$ cat config.mk
export PLATFORM = sky130hd
export DESIGN_NAME = days_sum_seq_flat
export DESIGN_NICKNAME = d
export VERILOG_FILES = /design/src/rtl/days_sum_if.sv /design/src/rtl/days_sum_seq.sv /design/src/flat_wrapper.sv
export SDC_FILE = /design/constraint.sdc
export NUM_CORES = 1
export LEC_CHECK = 0
export CORE_ASPECT_RATIO = 2
export CORE_MARGIN = 4
export CORE_UTILIZATION = 51
export DETAILED_ROUTE_END_ITERATION = 8
export MAX_ROUTING_LAYER = met4
export PLACE_DENSITY = 0.73
export SYNTH_ARGS = -nofsm -noshare
export SYNTH_HDL_FRONTEND = slang
export SYNTH_SLANG_ARGS = --single-unit
$ cat constraint.sdc
create_clock -name clk -period 9.2 [get_ports clk]
set_input_delay 0.92 -clock clk [delete_from_list [all_inputs] [get_ports clk]]
set_output_delay 0.92 -clock clk [all_outputs]
set_load 0.005 [all_outputs]
$ cat src/rtl/days_sum_if.sv
// days_sum_if: request/response bundle for days_sum_seq.
//   start   master->slave  request pulse, taken only while the block is idle
//   mode    master->slave  0 = absolute day number of date_a, 1 = date_a - date_b
//   date_a  master->slave  {year, month[3:0], day[4:0]}
//   date_b  master->slave  same packing, used only in mode 1
//   busy    slave->master  operation in progress
//   done    slave->master  one-cycle completion pulse
//   err     slave->master  invalid date seen in the current operation
//   result  slave->master  two's-complement day count / day difference
`timescale 1ns/1ps
interface days_sum_if #(
    parameter int YEAR_W = 14,
    parameter int DAYS_W = 23
);
    logic                start;
    logic                mode;
    logic [YEAR_W+8:0]   date_a;
    logic [YEAR_W+8:0]   date_b;
    logic                busy;
    logic                done;
    logic                err;
    logic [DAYS_W:0]     result;

    modport master (
        output start, mode, date_a, date_b,
        input  busy, done, err, result
    );

    modport slave (
        input  start, mode, date_a, date_b,
        output busy, done, err, result
    );
endinterface

$ cat src/rtl/days_sum_seq.sv
// days_sum_seq: multi-cycle proleptic-Gregorian day counter.
// Mode 0 returns the absolute day number of date_a (0001-01-01 = 1);
// mode 1 returns date_a - date_b in days. Y/4, Y/100 and Y/400 come from
// three restoring radix-2 dividers that share one YEAR_W-cycle DIV phase.
//
// Ports:
//   clk   system clock, rising edge
//   rst   asynchronous active-high reset
//   bus   days_sum_if slave: start/mode/date_a/date_b in, busy/done/err/result out
//
// state    | meaning
// ---------+-------------------------------------------------------------
// IDLE     | waiting for start, inputs captured on start
// VALIDATE | range/leap check of date_a (and date_b in mode 1), load Y
// DIV      | YEAR_W iterations of the three parallel dividers
// ACCUM    | assemble the day number; mode 1 first pass re-enters DIV
// DONE     | done pulse, result/err held
`timescale 1ns/1ps
module days_sum_seq #(
    parameter int YEAR_W = 14,
    parameter int DAYS_W = 23
) (
    input  logic       clk,
    input  logic       rst,
    days_sum_if.slave  bus
);
    localparam int DATE_W = YEAR_W + 9;
    // Remainder only ever holds values < 400, so 9 bits plus one shift bit.
    localparam int REM_W  = 10;
    localparam int CNT_W  = $clog2(YEAR_W + 1);

    typedef enum logic [2:0] {
        S_IDLE,
        S_VALIDATE,
        S_DIV,
        S_ACCUM,
        S_DONE
    } state_t;

    function automatic logic [YEAR_W-1:0] f_year(input logic [DATE_W-1:0] d);
        return d[DATE_W-1:9];
    endfunction

    function automatic logic [3:0] f_month(input logic [DATE_W-1:0] d);
        return d[8:5];
    endfunction

    function automatic logic [4:0] f_day(input logic [DATE_W-1:0] d);
        return d[4:0];
    endfunction

    function automatic logic is_leap(input logic [YEAR_W-1:0] y);
        return (((y % YEAR_W'(4)) == '0) && ((y % YEAR_W'(100)) != '0)) ||
               ((y % YEAR_W'(400)) == '0);
    endfunction

    function automatic logic [4:0] month_len(input logic [3:0] m, input logic leap);
        logic [4:0] len;
        case (m)
            4'd2:                      len = leap ? 5'd29 : 5'd28;
            4'd4, 4'd6, 4'd9, 4'd11:   len = 5'd30;
            default:                   len = 5'd31;
        endcase
        return len;
    endfunction

    function automatic logic date_ok(input logic [DATE_W-1:0] d);
        logic [YEAR_W-1:0] y;
        logic [3:0]        m;
        logic [4:0]        dd;
        y  = f_year(d);
        m  = f_month(d);
        dd = f_day(d);
        return (y != '0) && (m != 4'd0) && (m <= 4'd12) && (dd != 5'd0) &&
               (dd <= month_len(m, is_leap(y)));
    endfunction

    function automatic logic [8:0] cum_days(input logic [3:0] m, input logic leap);
        logic [8:0] c;
        case (m)
            4'd1:    c = 9'd0;
            4'd2:    c = 9'd31;
            4'd3:    c = 9'd59;
            4'd4:    c = 9'd90;
            4'd5:    c = 9'd120;
            4'd6:    c = 9'd151;
            4'd7:    c = 9'd181;
            4'd8:    c = 9'd212;
            4'd9:    c = 9'd243;
            4'd10:   c = 9'd273;
            4'd11:   c = 9'd304;
            default: c = 9'd334;
        endcase
        if (leap && (m > 4'd2)) begin
            c = c + 9'd1;
        end
        return c;
    endfunction

    // One restoring step on the {remainder, dividend/quotient} pair: shift the
    // next dividend bit into the remainder and subtract the divisor if it fits.
    function automatic logic [REM_W+YEAR_W-1:0] div_step(
        input logic [REM_W+YEAR_W-1:0] rq,
        input logic [REM_W-1:0]        dv
    );
        logic [REM_W+YEAR_W-1:0] sh;
        logic [REM_W-1:0]        r;
        logic [YEAR_W-1:0]       q;
        sh = rq << 1;
        r  = sh[REM_W+YEAR_W-1:YEAR_W];
        q  = sh[YEAR_W-1:0];
        if (r >= dv) begin
            r    = r - dv;
            q[0] = 1'b1;
        end
        return {r, q};
    endfunction

    state_t              state_q,  state_d;
    logic                mode_q,   mode_d;
    logic [DATE_W-1:0]   date_a_q, date_a_d;
    logic [DATE_W-1:0]   date_b_q, date_b_d;
    logic                pass_q,   pass_d;
    logic                leap_a_q, leap_a_d;
    logic                leap_b_q, leap_b_d;
    logic [YEAR_W-1:0]   y_q,      y_d;
    logic [YEAR_W-1:0]   q4_q,     q4_d;
    logic [YEAR_W-1:0]   q100_q,   q100_d;
    logic [YEAR_W-1:0]   q400_q,   q400_d;
    logic [REM_W-1:0]    r4_q,     r4_d;
    logic [REM_W-1:0]    r100_q,   r100_d;
    logic [REM_W-1:0]    r400_q,   r400_d;
    logic [CNT_W-1:0]    cnt_q,    cnt_d;
    logic [DAYS_W-1:0]   d_a_q,    d_a_d;
    logic                err_q,    err_d;
    logic [DAYS_W:0]     result_q, result_d;

    logic [3:0]          sel_m;
    logic [4:0]          sel_day;
    logic                sel_leap;
    logic [DAYS_W-1:0]   acc_sum;
    logic                valid_a;
    logic                valid_b;

    always_ff @(posedge clk or posedge rst) begin
        if (rst) begin
            state_q  <= S_IDLE;
            mode_q   <= 1'b0;
            date_a_q <= '0;
            date_b_q <= '0;
            pass_q   <= 1'b0;
            leap_a_q <= 1'b0;
            leap_b_q <= 1'b0;
            y_q      <= '0;
            q4_q     <= '0;
            q100_q   <= '0;
            q400_q   <= '0;
            r4_q     <= '0;
            r100_q   <= '0;
            r400_q   <= '0;
            cnt_q    <= '0;
            d_a_q    <= '0;
            err_q    <= 1'b0;
            result_q <= '0;
        end else begin
            state_q  <= state_d;
            mode_q   <= mode_d;
            date_a_q <= date_a_d;
            date_b_q <= date_b_d;
            pass_q   <= pass_d;
            leap_a_q <= leap_a_d;
            leap_b_q <= leap_b_d;
            y_q      <= y_d;
            q4_q     <= q4_d;
            q100_q   <= q100_d;
            q400_q   <= q400_d;
            r4_q     <= r4_d;
            r100_q   <= r100_d;
            r400_q   <= r400_d;
            cnt_q    <= cnt_d;
            d_a_q    <= d_a_d;
            err_q    <= err_d;
            result_q <= result_d;
        end
    end

    always_comb begin
        state_d  = state_q;
        mode_d   = mode_q;
        date_a_d = date_a_q;
        date_b_d = date_b_q;
        pass_d   = pass_q;
        leap_a_d = leap_a_q;
        leap_b_d = leap_b_q;
        y_d      = y_q;
        q4_d     = q4_q;
        q100_d   = q100_q;
        q400_d   = q400_q;
        r4_d     = r4_q;
        r100_d   = r100_q;
        r400_d   = r400_q;
        cnt_d    = cnt_q;
        d_a_d    = d_a_q;
        err_d    = err_q;
        result_d = result_q;

        sel_m    = pass_q ? f_month(date_b_q) : f_month(date_a_q);
        sel_day  = pass_q ? f_day(date_b_q)   : f_day(date_a_q);
        sel_leap = pass_q ? leap_b_q          : leap_a_q;
        acc_sum  = DAYS_W'(y_q) * DAYS_W'(365)
                 + DAYS_W'(q4_q) - DAYS_W'(q100_q) + DAYS_W'(q400_q)
                 + DAYS_W'(cum_days(sel_m, sel_leap)) + DAYS_W'(sel_day);
        valid_a  = date_ok(date_a_q);
        valid_b  = !mode_q || date_ok(date_b_q);

        case (state_q)
            S_IDLE: begin
                if (bus.start) begin
                    mode_d   = bus.mode;
                    date_a_d = bus.date_a;
                    date_b_d = bus.date_b;
                    state_d  = S_VALIDATE;
                end
            end
            S_VALIDATE: begin
                err_d    = 1'b0;
                leap_a_d = is_leap(f_year(date_a_q));
                leap_b_d = is_leap(f_year(date_b_q));
                pass_d   = 1'b0;
                if (!(valid_a && valid_b)) begin
                    err_d    = 1'b1;
                    result_d = '0;
                    state_d  = S_DONE;
                end else begin
                    y_d     = f_year(date_a_q) - YEAR_W'(1);
                    q4_d    = f_year(date_a_q) - YEAR_W'(1);
                    q100_d  = f_year(date_a_q) - YEAR_W'(1);
                    q400_d  = f_year(date_a_q) - YEAR_W'(1);
                    r4_d    = '0;
                    r100_d  = '0;
                    r400_d  = '0;
                    cnt_d   = CNT_W'(YEAR_W - 1);
                    state_d = S_DIV;
                end
            end
            S_DIV: begin
                {r4_d,   q4_d}   = div_step({r4_q,   q4_q},   REM_W'(4));
                {r100_d, q100_d} = div_step({r100_q, q100_q}, REM_W'(100));
                {r400_d, q400_d} = div_step({r400_q, q400_q}, REM_W'(400));
                if (cnt_q == '0) begin
                    state_d = S_ACCUM;
                end else begin
                    cnt_d = cnt_q - CNT_W'(1);
                end
            end
            S_ACCUM: begin
                if (!mode_q) begin
                    result_d = {1'b0, acc_sum};
                    state_d  = S_DONE;
                end else if (!pass_q) begin
                    d_a_d   = acc_sum;
                    pass_d  = 1'b1;
                    y_d     = f_year(date_b_q) - YEAR_W'(1);
                    q4_d    = f_year(date_b_q) - YEAR_W'(1);
                    q100_d  = f_year(date_b_q) - YEAR_W'(1);
                    q400_d  = f_year(date_b_q) - YEAR_W'(1);
                    r4_d    = '0;
                    r100_d  = '0;
                    r400_d  = '0;
                    cnt_d   = CNT_W'(YEAR_W - 1);
                    state_d = S_DIV;
                end else begin
                    result_d = {1'b0, d_a_q} - {1'b0, acc_sum};
                    state_d  = S_DONE;
                end
            end
            S_DONE: begin
                state_d = S_IDLE;
            end
            default: begin
                state_d = S_IDLE;
            end
        endcase
    end

    assign bus.busy   = (state_q == S_VALIDATE) || (state_q == S_DIV) || (state_q == S_ACCUM);
    assign bus.done   = (state_q == S_DONE);
    assign bus.err    = err_q;
    assign bus.result = result_q;
endmodule

$ cat src/flat_wrapper.sv
// flat-port wrapper written by rule: the top's interface ports become plain ports
module days_sum_seq_flat 
#(
    parameter int YEAR_W = 14,
    parameter int DAYS_W = 23
)
  (clk, rst, bus_start, bus_mode, bus_date_a, bus_date_b, bus_busy, bus_done, bus_err, bus_result);
  days_sum_if #(.YEAR_W(YEAR_W), .DAYS_W(DAYS_W)) bus_i ();
  input  logic clk;
  input  logic rst;
  input wire logic [$bits(bus_i.start)-1:0] bus_start;
  input wire logic [$bits(bus_i.mode)-1:0] bus_mode;
  input wire logic [$bits(bus_i.date_a)-1:0] bus_date_a;
  input wire logic [$bits(bus_i.date_b)-1:0] bus_date_b;
  output wire logic [$bits(bus_i.busy)-1:0] bus_busy;
  output wire logic [$bits(bus_i.done)-1:0] bus_done;
  output wire logic [$bits(bus_i.err)-1:0] bus_err;
  output wire logic [$bits(bus_i.result)-1:0] bus_result;
  assign bus_i.start = bus_start;
  assign bus_i.mode = bus_mode;
  assign bus_i.date_a = bus_date_a;
  assign bus_i.date_b = bus_date_b;
  assign bus_busy = bus_i.busy;
  assign bus_done = bus_i.done;
  assign bus_err = bus_i.err;
  assign bus_result = bus_i.result;
  days_sum_seq #(.YEAR_W(YEAR_W), .DAYS_W(DAYS_W)) u_core (.clk(clk), .rst(rst), .bus(bus_i));
endmodule
# After elaboration in Yosys (flattened, before gate mapping)
# Memories as Yosys holds them, arrays and structs flattened.
# Index checks and enable logic that the tools add are counted.
[totals]
mem_count = 1
inputBits = 50
regBits = 188
output_inout_bits = 27
rom_bits = 144
[classes]
div_mod_pow = 4
n_lt_le_gt_ge = 8
mul = 1
add_sub_neg = 13
mux = 45
n_reduce_logical = 44
n_bitwise = 1
eq_ne = 22
[memory_table]
columns = ["name", "words", "word_bits", "read_ports", "rd_ports_with_merged_regs", "wr", "line_no", "text"]
rows = [
  ["(no name shown)", 16, 9, 1, 0, 0, "days_sum_seq.sv:80", "case (m)"],
]
[ops]
columns = ["cell", "count"]
rows = [
  ["$pmux W14 S3", 3],
  ["$pmux W9 S3", 3],
  ["$mux W24", 3],
  ["$mux W9", 7],
  ["$logic_not A14 Y1", 4],
  ["$reduce_bool A14 Y1", 4],
  ["$pmux W24 S2", 1],
  ["$add A23 B14 Y23", 2],
  ["$mux W14", 3],
  ["$mod A14 B7 Y14 const B", 2],
  ["$mod A14 B9 Y14 const B", 2],
  ["$pmux W14 S2", 1],
  ["$sub A14 B1 Y14 const B", 2],
  ["$sub A23 B23 Y24", 1],
  ["$add A23 B5 Y23", 1],
  ["$add A23 B9 Y23", 1],
  ["$mul A14 B9 Y23 const B", 1],
  ["$sub A23 B14 Y23", 1],
  ["$mux W4", 5],
  ["$pmux W5 S2", 2],
  ["$eq A4 B3 Y1 const B", 4],
  ["$eq A4 B4 Y1 const B", 4],
  ["$mux W3", 5],
  ["$logic_and A1 B1 Y1", 12],
  ["37 further kinds", 64],
]

# Logic depth before layout (Yosys ltp)
# Gate-level depths: netlist (run 1).
[logic_depth]
ltp_word = 12
depth_mapped = 46
mapped_depth_nobuf = 45

# Worst setup path after synthesis (run 1)
# No wires, ideal clock.
[synth_timing]
path_type = "register -> register"
start = "register u_core.pass_q"
end = "register u_core.result_q[21], in the netlist u_core.bus.result[21]"
slack_ns = -0.085
t_required_ns = 9.116
path_stages_with_launch = 43
period_less_slack_ns = 9.285
arrival_time_ns = 9.202
path_cell_list = "dfrtp_1 > clkbuf_1 > mux2i_1 > inv_1 > ha_1 > o21ai_0 > o211ai_1 > inv_1 > nand4_1 > xnor2_1 > fa_1 > inv_1 > fa_1 > ha_1 > fa_1 > inv_1 > fa_1 > inv_1 > [... 7 more ...] > o21ai_0 > a21boi_0 > o21ai_0 > a21boi_0 > o21a_1 > o21a_1 > o21ai_0 > a21oi_1 > nor3_1 > xor2_1 > ha_1 > and2_1 > o21ai_0 > o21ai_0 > o41ai_1 > xor2_1 > mux2_2 > o21ai_0"
[synth_between]
elab_chain_cells = 10
[synth_rtl]
columns = ["item", "line_no", "text"]
rows = [
  ["from (decl)", "days_sum_seq.sv:123", "logic pass_q, pass_d;"],
  ["from (signal assigned)", "days_sum_seq.sv:170", "pass_q <= pass_d;"],
  ["$mux W4", "days_sum_seq.sv:207", "sel_m = pass_q ? f_month(date_b_q) : f_month(date_a_q);"],
  ["$mem_v2 Z16 W9 or $gt A4 B2 Y1 (tied branches)", "--", ""],
  ["$add A9 B1 Y9 or $logic_and A1 B1 Y1 (tied branches)", "days_sum_seq.sv:95, days_sum_seq.sv:94", ""],
  ["$mux W9", "days_sum_seq.sv:94", "if (leap && (m > 4'd2)) begin"],
  ["$add A23 B9 Y23", "days_sum_seq.sv:212", "+ DAYS_W'(cum_days(sel_m, sel_leap)) + DAYS_W'(sel_day);"],
  ["$add A23 B5 Y23", "days_sum_seq.sv:212", ""],
  ["$sub A23 B23 Y24", "days_sum_seq.sv:273", "result_d = {1'b0, d_a_q} - {1'b0, acc_sum};"],
  ["$mux W24", "days_sum_seq.sv:260", "end else if (!pass_q) begin"],
  ["$mux W24", "days_sum_seq.sv:257", "if (!mode_q) begin"],
  ["$pmux W24 S2", "days_sum_seq.sv:216", "case (state_q)"],
  ["to (signal assigned)", "days_sum_seq.sv:183", "result_q <= result_d;"],
  ["to (decl)", "days_sum_seq.sv:136", "logic [DAYS_W:0] result_q, result_d;"],
]
# Parallel ways exist; a longest one is shown, timed or not. The select of a mux whose other input is x is not followed.
# A chain may end at the register's enable or synchronous reset.

# Worst setup path in the final report (run 1)
# Ends and elaborated chain as after synthesis.

==> flow_summary_export.csv, run 1 <==
group,metric,value,unit
finish,layout-drive-gt1-share,13.9,%
critical_path,critPathBufInv,9,
floorplan,row_count,96,
global_routing,grt.total_usage,24.5,%
synth,synth_ff_type,"dfrtp_1",
worst_hold_path,min_path_type,"flop to flop",
floorplan,initial_core_util,51.5,%
synth,ys_warn_count,0,
clock_network,max-clock-path-buffers,2,
synth,synth_top_area_share,26.7,%
sta,worstMarginPinSlew,0.938,ns
global_routing,grt_max_degree,117,
synth,synthArstFlopShare,100,%
clock_network,hold_buffers,0,
detailed_routing,drc,0,
detailed_routing,viasPerCell,5.77,
clock_network,ctsRootBufferMaster,"clkbuf_16",
clock_network,clk_latency,0.45,ns
floorplan,die_w,139,µm
synth,syn-mean-instance-area,8.77,µm²
floorplan,die_h,271,µm
synth,synth_commonest_cells,"255 x inv_1, 189 x nand2_1, 188 x dfrtp_1",
clock_network,clk_pin_slew_worst_paths,0.07,ns
detailed_routing,wl_per_cell,17.7,µm
synth,synth_enable_flop_cells,0,
synth,yosysMostFrequentCell,"inv_1",
clock_network,clock_sinks,188,
critical_path,cp_top_family,"adder cells",
sta,setup_slack,0.297,ns
critical_path,reg2reg_setup_slack,0.30,ns
floorplan,pin_count,77,
sta,rsz0062_at_grt,"yes",
clock_network,cts_buffers,17,
detailed_routing,drtPass1Iterations,5,
synth,syn_area,0.0176,mm²
sta,timing.final.max_slew_violations,0,
synth,syn_inst,2010,
finish,final_nets,2411,
finish,area_growth,14.9,%
critical_path,cp-end-kind,"flop",
synth,ys_types,105,
sta,min_period,8.90,ns
global_routing,grt_pass1_wl,74.0,mm
clock_network,cts_tree,"built",
synth,synth_area_leader_cell,"dfrtp_1",
synth,synth_nets,2308,
finish,nFillCells,3000,
run,cap_violations,0,
critical_path,cp_common_cell,"fa_1",
critical_path,r2r_start,"u_core.pass_q",
detailed_routing,drt_iter0_drc,633,
detailed_routing,drtAntennaViolNets,0,
critical_path,critPathKind,"flop to flop",
critical_path,worst-path-max-fanout,4,
finish,antennaDiodeCount,0,
worst_hold_path,hold_depth,2,
worst_hold_path,worstHoldStart,"u_core.bus.result[11]",
critical_path,rr_endpoint,"u_core.bus.result[21]",
place,pre_cts_ws,-0.362,ns
critical_path,worstPathArrival,9.28,ns
place,placed_area,0.0191,mm²
floorplan,die-area,0.0378,mm²
sta,fin_worst_skew,0.0103,ns
sta,hold_violations,0,
floorplan,core,0.0342,mm²
critical_path,max_stage_delay,0.54,ns
finish,design_area,0.0203,mm²
critical_path,rr_worst_depth,44,
critical_path,cp.required,9.58,ns
clock_network,h-tree-depth,4,
place,port_buffers,76,
sta,final-setup-viol-count,0,
critical_path,crit_path_top_delay_cell,"fa_1",
global_routing,grt_pass1_vias,15400,
finish,final_util,59.2,%
place,dpl.hpwl,35.1,mm
synth,ys_seq_area_share,26.7,%
sta,fmax,112,MHz
synth,ys_seq_elements,188,
detailed_routing,vias,14800,
global_routing,grt.overflow.total,0,
global_routing,antenna_found_initial,0,
detailed_routing,drt_wl_total,45.5,mm
sta,slew_headroom,37.4,%
worst_hold_path,hold_path_end,"u_core.bus.result[11]",
run_status,status,"completed",
place,gp_congestion,0.951,
synth,ys_top_cells_by_area,"dfrtp_1 27%, fa_1 12%, ha_1 10%",
critical_path,start_kind,"flop",
sta,fin_crit_sh,96.8,%
==> stage by stage <==
step	hold WS, ns	std cells	TNS [ns]
final	0.479	2567	0
after global routing	0.510	2567	-0.415
after CTS	0.486	2555	0
after detailed placement	0.469	2521	-1.11
after global placement	0.460	2521	-0.160
after floorplan	0.441	2010	0
==> timing repair <==
item                       4_1_cts  5_1_grt
gates resized for setup         20       96
buffers inserted                 2       13
setup endpoints to repair        5       37
pin swaps                       10       52
==> sequential cells by signal, summed over array words and instances (netlist names), 14 cells and up <==
signal and count:
u_core.q4_q 14, u_core.bus.result 24, u_core.y_q 14, u_core.date_b_q 23, u_core.q100_q 14, u_core.q400_q 14
u_core.date_a_q 23, u_core.d_a_q 23
==> how the worst max path moves through the flow <==
stage / startpoint / end / slack (ns) / depth (start not counted)
after floorplan: u_core.pass_q / u_core.bus.result[21] / 0.12 / 43
after global placement: u_core.pass_q / u_core.bus.result[21] / -0.11 / 41
after detailed placement: u_core.pass_q / u_core.bus.result[22] / -0.36 / 42
after CTS: u_core.pass_q / u_core.bus.result[21] / 0.01 / 43
after global routing: u_core.pass_q / u_core.bus.result[22] / -0.14 / 41
final: u_core.pass_q / u_core.bus.result[21] / 0.30 / 44
==> cells by family after synthesis <==
| kind of cell | count (synthesis) | synth area share [%] |
|---|---|---|
| AOI/OAI and AO/OA | 529 | 19.7 |
| buffers and inverters | 348 | 8.17 |
| muxes | 80 | 4.90 |
| xor gates and xnor gates | 84 | 4.17 |
| adders and majority gates | 251 | 22.1 |
| DFF | 188 | 26.7 |
| and+or+nand+nor | 530 | 14.3 |
==> metal layers <==
metal  vias up  share of wire, %  track usage, %
met5         -                 0               -
met4         0               4.9            12.6
met3       118               2.6            2.46
met2       315                56            46.5
met1      7250                36            24.3
li1       7133                 -               -
==> worst min-delay path, delay by kind of cell (launching register included) <==
| kind | cells | cell delay (ns) |
|---|---|---|
| flops | 1 | 0.34 |
| compound gates | 1 | 0.06 |
| simple gates | 1 | 0.04 |
==> final cells by class <==
type                       count  area [µm²]  area share [%]
clock buffer                  18         439            2.17
clock inverter                14         183           0.902
inverter                     257         972            4.80
multi-input combinational   1474       11900            58.7
sequential                   188        4710            23.2
tap                          441         552            2.72
timing repair buffer         175        1520            7.48
==> cell usage in the layout, fill, tap and decap left out, drive strengths merged, types with 20 or more instances in the layout <==
cell type      count
o211ai            20
nand3             25
nor2b             20
mux2i             35
nand2            189
nor2             139
fa               102
xor2              28
xnor2             56
buf               99
o21ai            174
a21oi            117
clkdlybuf4s50     76
ha               146
a211oi            34
nor3              41
dfrtp            188
mux2              45
inv              261
Power of run 1 is not shown: default switching activity piles up to over one toggle a cycle in this logic, so the estimate is an artifact.
==> inputs of run 2 (changes only) <==
--- a/config.mk
+++ b/config.mk
@@ -6,10 +6,8 @@
 export NUM_CORES = 1
 export LEC_CHECK = 0
 export CORE_ASPECT_RATIO = 2
-export CORE_MARGIN = 4
 export CORE_UTILIZATION = 51
 export DETAILED_ROUTE_END_ITERATION = 8
-export MAX_ROUTING_LAYER = met4
 export PLACE_DENSITY = 0.73
 export SYNTH_ARGS = -nofsm -noshare
 export SYNTH_HDL_FRONTEND = slang
==> run 2 against run 1 <==
Against the previous run: global-route usage is 1.8 points higher; critical path depth is 1 lower; wire length is 0.72% lower; final cell count is 0.39% higher; clock skew is 0.0092 ns higher; sequential cell count stayed put; register-to-register slack better by 0.06 ns; die area is 6.4% lower; sequential share of layout area hardly changed; count of clock-buffer cells in the layout stayed put; utilization is 0.16 points lower; first-iteration DRC count stayed put.
==> flow_summary_export.csv, run 2 (synthesis gave the netlist of run 1 again) <==
group,metric,value,unit
run_status,status,"completed",
critical_path,r2r_start,"u_core.pass_q",
critical_path,cp-end-kind,"flop",
critical_path,worstPathArrival,9.20,ns
sta,fin_worst_skew,0.0194,ns
critical_path,crit_path_top_delay_cell,"fa_1",
sta,final-setup-viol-count,0,
critical_path,critPathLaunch,"u_core.pass_q",
floorplan,die_w,133,µm
detailed_routing,drt_iter0_drc,633,
finish,final_nets,2421,
detailed_routing,drtAntennaViolNets,0,
finish,fin_cells,2577,
floorplan,die-area,0.0354,mm²
clock_network,clk_latency,0.48,ns
clock_network,clk_pin_slew_worst_paths,0.09,ns
worst_hold_path,min_path_type,"flop to flop",
detailed_routing,vias,15000,
finish,final_common_cell,"inv_1",
clock_network,cts_buffers,17,
worst_hold_path,hold_depth,2,
floorplan,pin_count,77,
place,dpl.hpwl,35.1,mm
finish,register_area,0.00471,mm²
clock_network,cts_tree,"built",
sta,slew_headroom,36.3,%
floorplan,row_count,96,
critical_path,worst-path-max-fanout,5,
clock_network,max-clock-path-buffers,2,
floorplan,die_h,265,µm
finish,area_growth,14.6,%
sta,fin_crit_sh,96.1,%
finish,multi_input_area,0.0118,mm²
floorplan,initial_core_util,51.5,%
clock_network,h-tree-depth,4,
worst_hold_path,hold_path_end,"u_core.bus.result[9]",
critical_path,reg2reg_setup_slack,0.36,ns
finish,nFillCells,3039,
critical_path,rr_endpoint,"u_core.bus.result[20]",
finish,antennaDiodeCount,0,
detailed_routing,wl_per_cell,17.5,µm
place,gp_congestion,0.923,
sta,fmax,113,MHz
detailed_routing,drt_wl_total,45.1,mm
run,cap_violations,0,
clock_network,ctsRootBufferMaster,"clkbuf_16",
worst_hold_path,worstHoldStart,"u_core.bus.result[9]",
global_routing,grt_pass1_wl,73.8,mm
clock_network,clock_sinks,188,
global_routing,grt_max_degree,114,
detailed_routing,drtPass1Iterations,5,
global_routing,grt.total_usage,26.3,%
critical_path,start_kind,"flop",
global_routing,grt.overflow.total,0,
critical_path,max_stage_delay,0.57,ns
finish,layout_common_cells,"250 x inv_1, 187 x nand2_1, 187 x dfrtp_1, 146 x o21ai_0, 135 x ha_1",
critical_path,critPathKind,"flop to flop",
global_routing,antenna_found_initial,0,
critical_path,rr_worst_depth,43,
sta,worstMarginPinSlew,0.955,ns
place,dp.cells,2530,
sta,min_period,8.84,ns
finish,layout-drive-gt1-share,13.4,%
sta,hold_violations,0,
sta,timing.final.max_slew_violations,0,
global_routing,grt_pass1_vias,15400,
critical_path,cp.required,9.56,ns
floorplan,core,0.0342,mm²
detailed_routing,viasPerCell,5.80,
finish,largest_register_ffs,24,
detailed_routing,drc,0,
place,port_buffers,76,
-- run 2: final cells by class --
| class | instances | share of cell area, % |
|---|---|---|
| Clock inverter | 14 | 0.687 |
| Sequential cell | 188 | 23.3 |
| Timing Repair Buffer | 185 | 7.85 |
| Inverter | 257 | 4.83 |
| Clock buffer | 18 | 2.12 |
| Tap cell | 441 | 2.73 |
| Multi-Input combinational cell | 1474 | 58.5 |
-- run 2: worst max-delay path: cells and delay by family, from the launching register on --
kind            cells  cell delay, ns
mux                 1            0.30
buf+inv             6            0.64
flops               1            0.43
xor+xnor            3            0.49
simple gates        5            0.67
fa+ha+maj          10            3.45
compound gates     18            2.74
-- run 2: per-stage QoR --
stage               hold slack (ns)  setup slack (ns)  instance area (µm²)  utilization, %  TNS, ns
floorplan                     0.441             0.122                17600               -        0
global placement              0.458           -0.0468                19200            56.1  -0.0468
detailed placement            0.469            -0.279                19200            56.1   -0.886
CTS                           0.487           0.00119                19800            57.9        0
global route                  0.501           -0.0866                20200            59.0   -0.152
finish                        0.481             0.360                20200            59.0        0
-- run 2: worst max-delay path by stage --
stage | slack, ns | end
after CTS | 0.001 | u_core.bus.result[21]
after global placement | -0.05 | u_core.bus.result[21]
final | 0.36 | u_core.bus.result[20]
after detailed placement | -0.28 | u_core.bus.result[21]
after global routing | -0.09 | u_core.bus.result[22]
after floorplan | 0.12 | u_core.bus.result[21]
-- run 2: layer usage --
metal | up-vias | GRT usage [%] | routed length (µm)
met5 | - | 0 | 0
met1 | 7299 | 26.3 | 16300
met3 | 135 | 3.48 | 1330
met2 | 371 | 50.2 | 24800
li1 | 7148 | - | -
met4 | 0 | 16.4 | 2710
-- run 2: timing repair --
item / CTS / global route
setup buffers: 4 / 12
setup endpoints to repair: 4 / 17
resized for setup: 10 / 82
endpoints found under the hold margin: 0 / 0
pin swaps: 7 / 70
hold buffers: 0 / 0
Power of run 2 is left out for the same reason.
==> inputs of run 3 (changes only) <==
--- a/config.mk
+++ b/config.mk
@@ -9,6 +9,7 @@
 export CORE_UTILIZATION = 51
 export DETAILED_ROUTE_END_ITERATION = 8
 export PLACE_DENSITY = 0.73
+export SLEW_MARGIN = 20
 export SYNTH_ARGS = -nofsm -noshare
 export SYNTH_HDL_FRONTEND = slang
 export SYNTH_SLANG_ARGS = --single-unit
==> results of run 3 <==
The final DEF is identical to that of run 2; final timing and power are the same.
Power of run 3 is left out for the same reason.
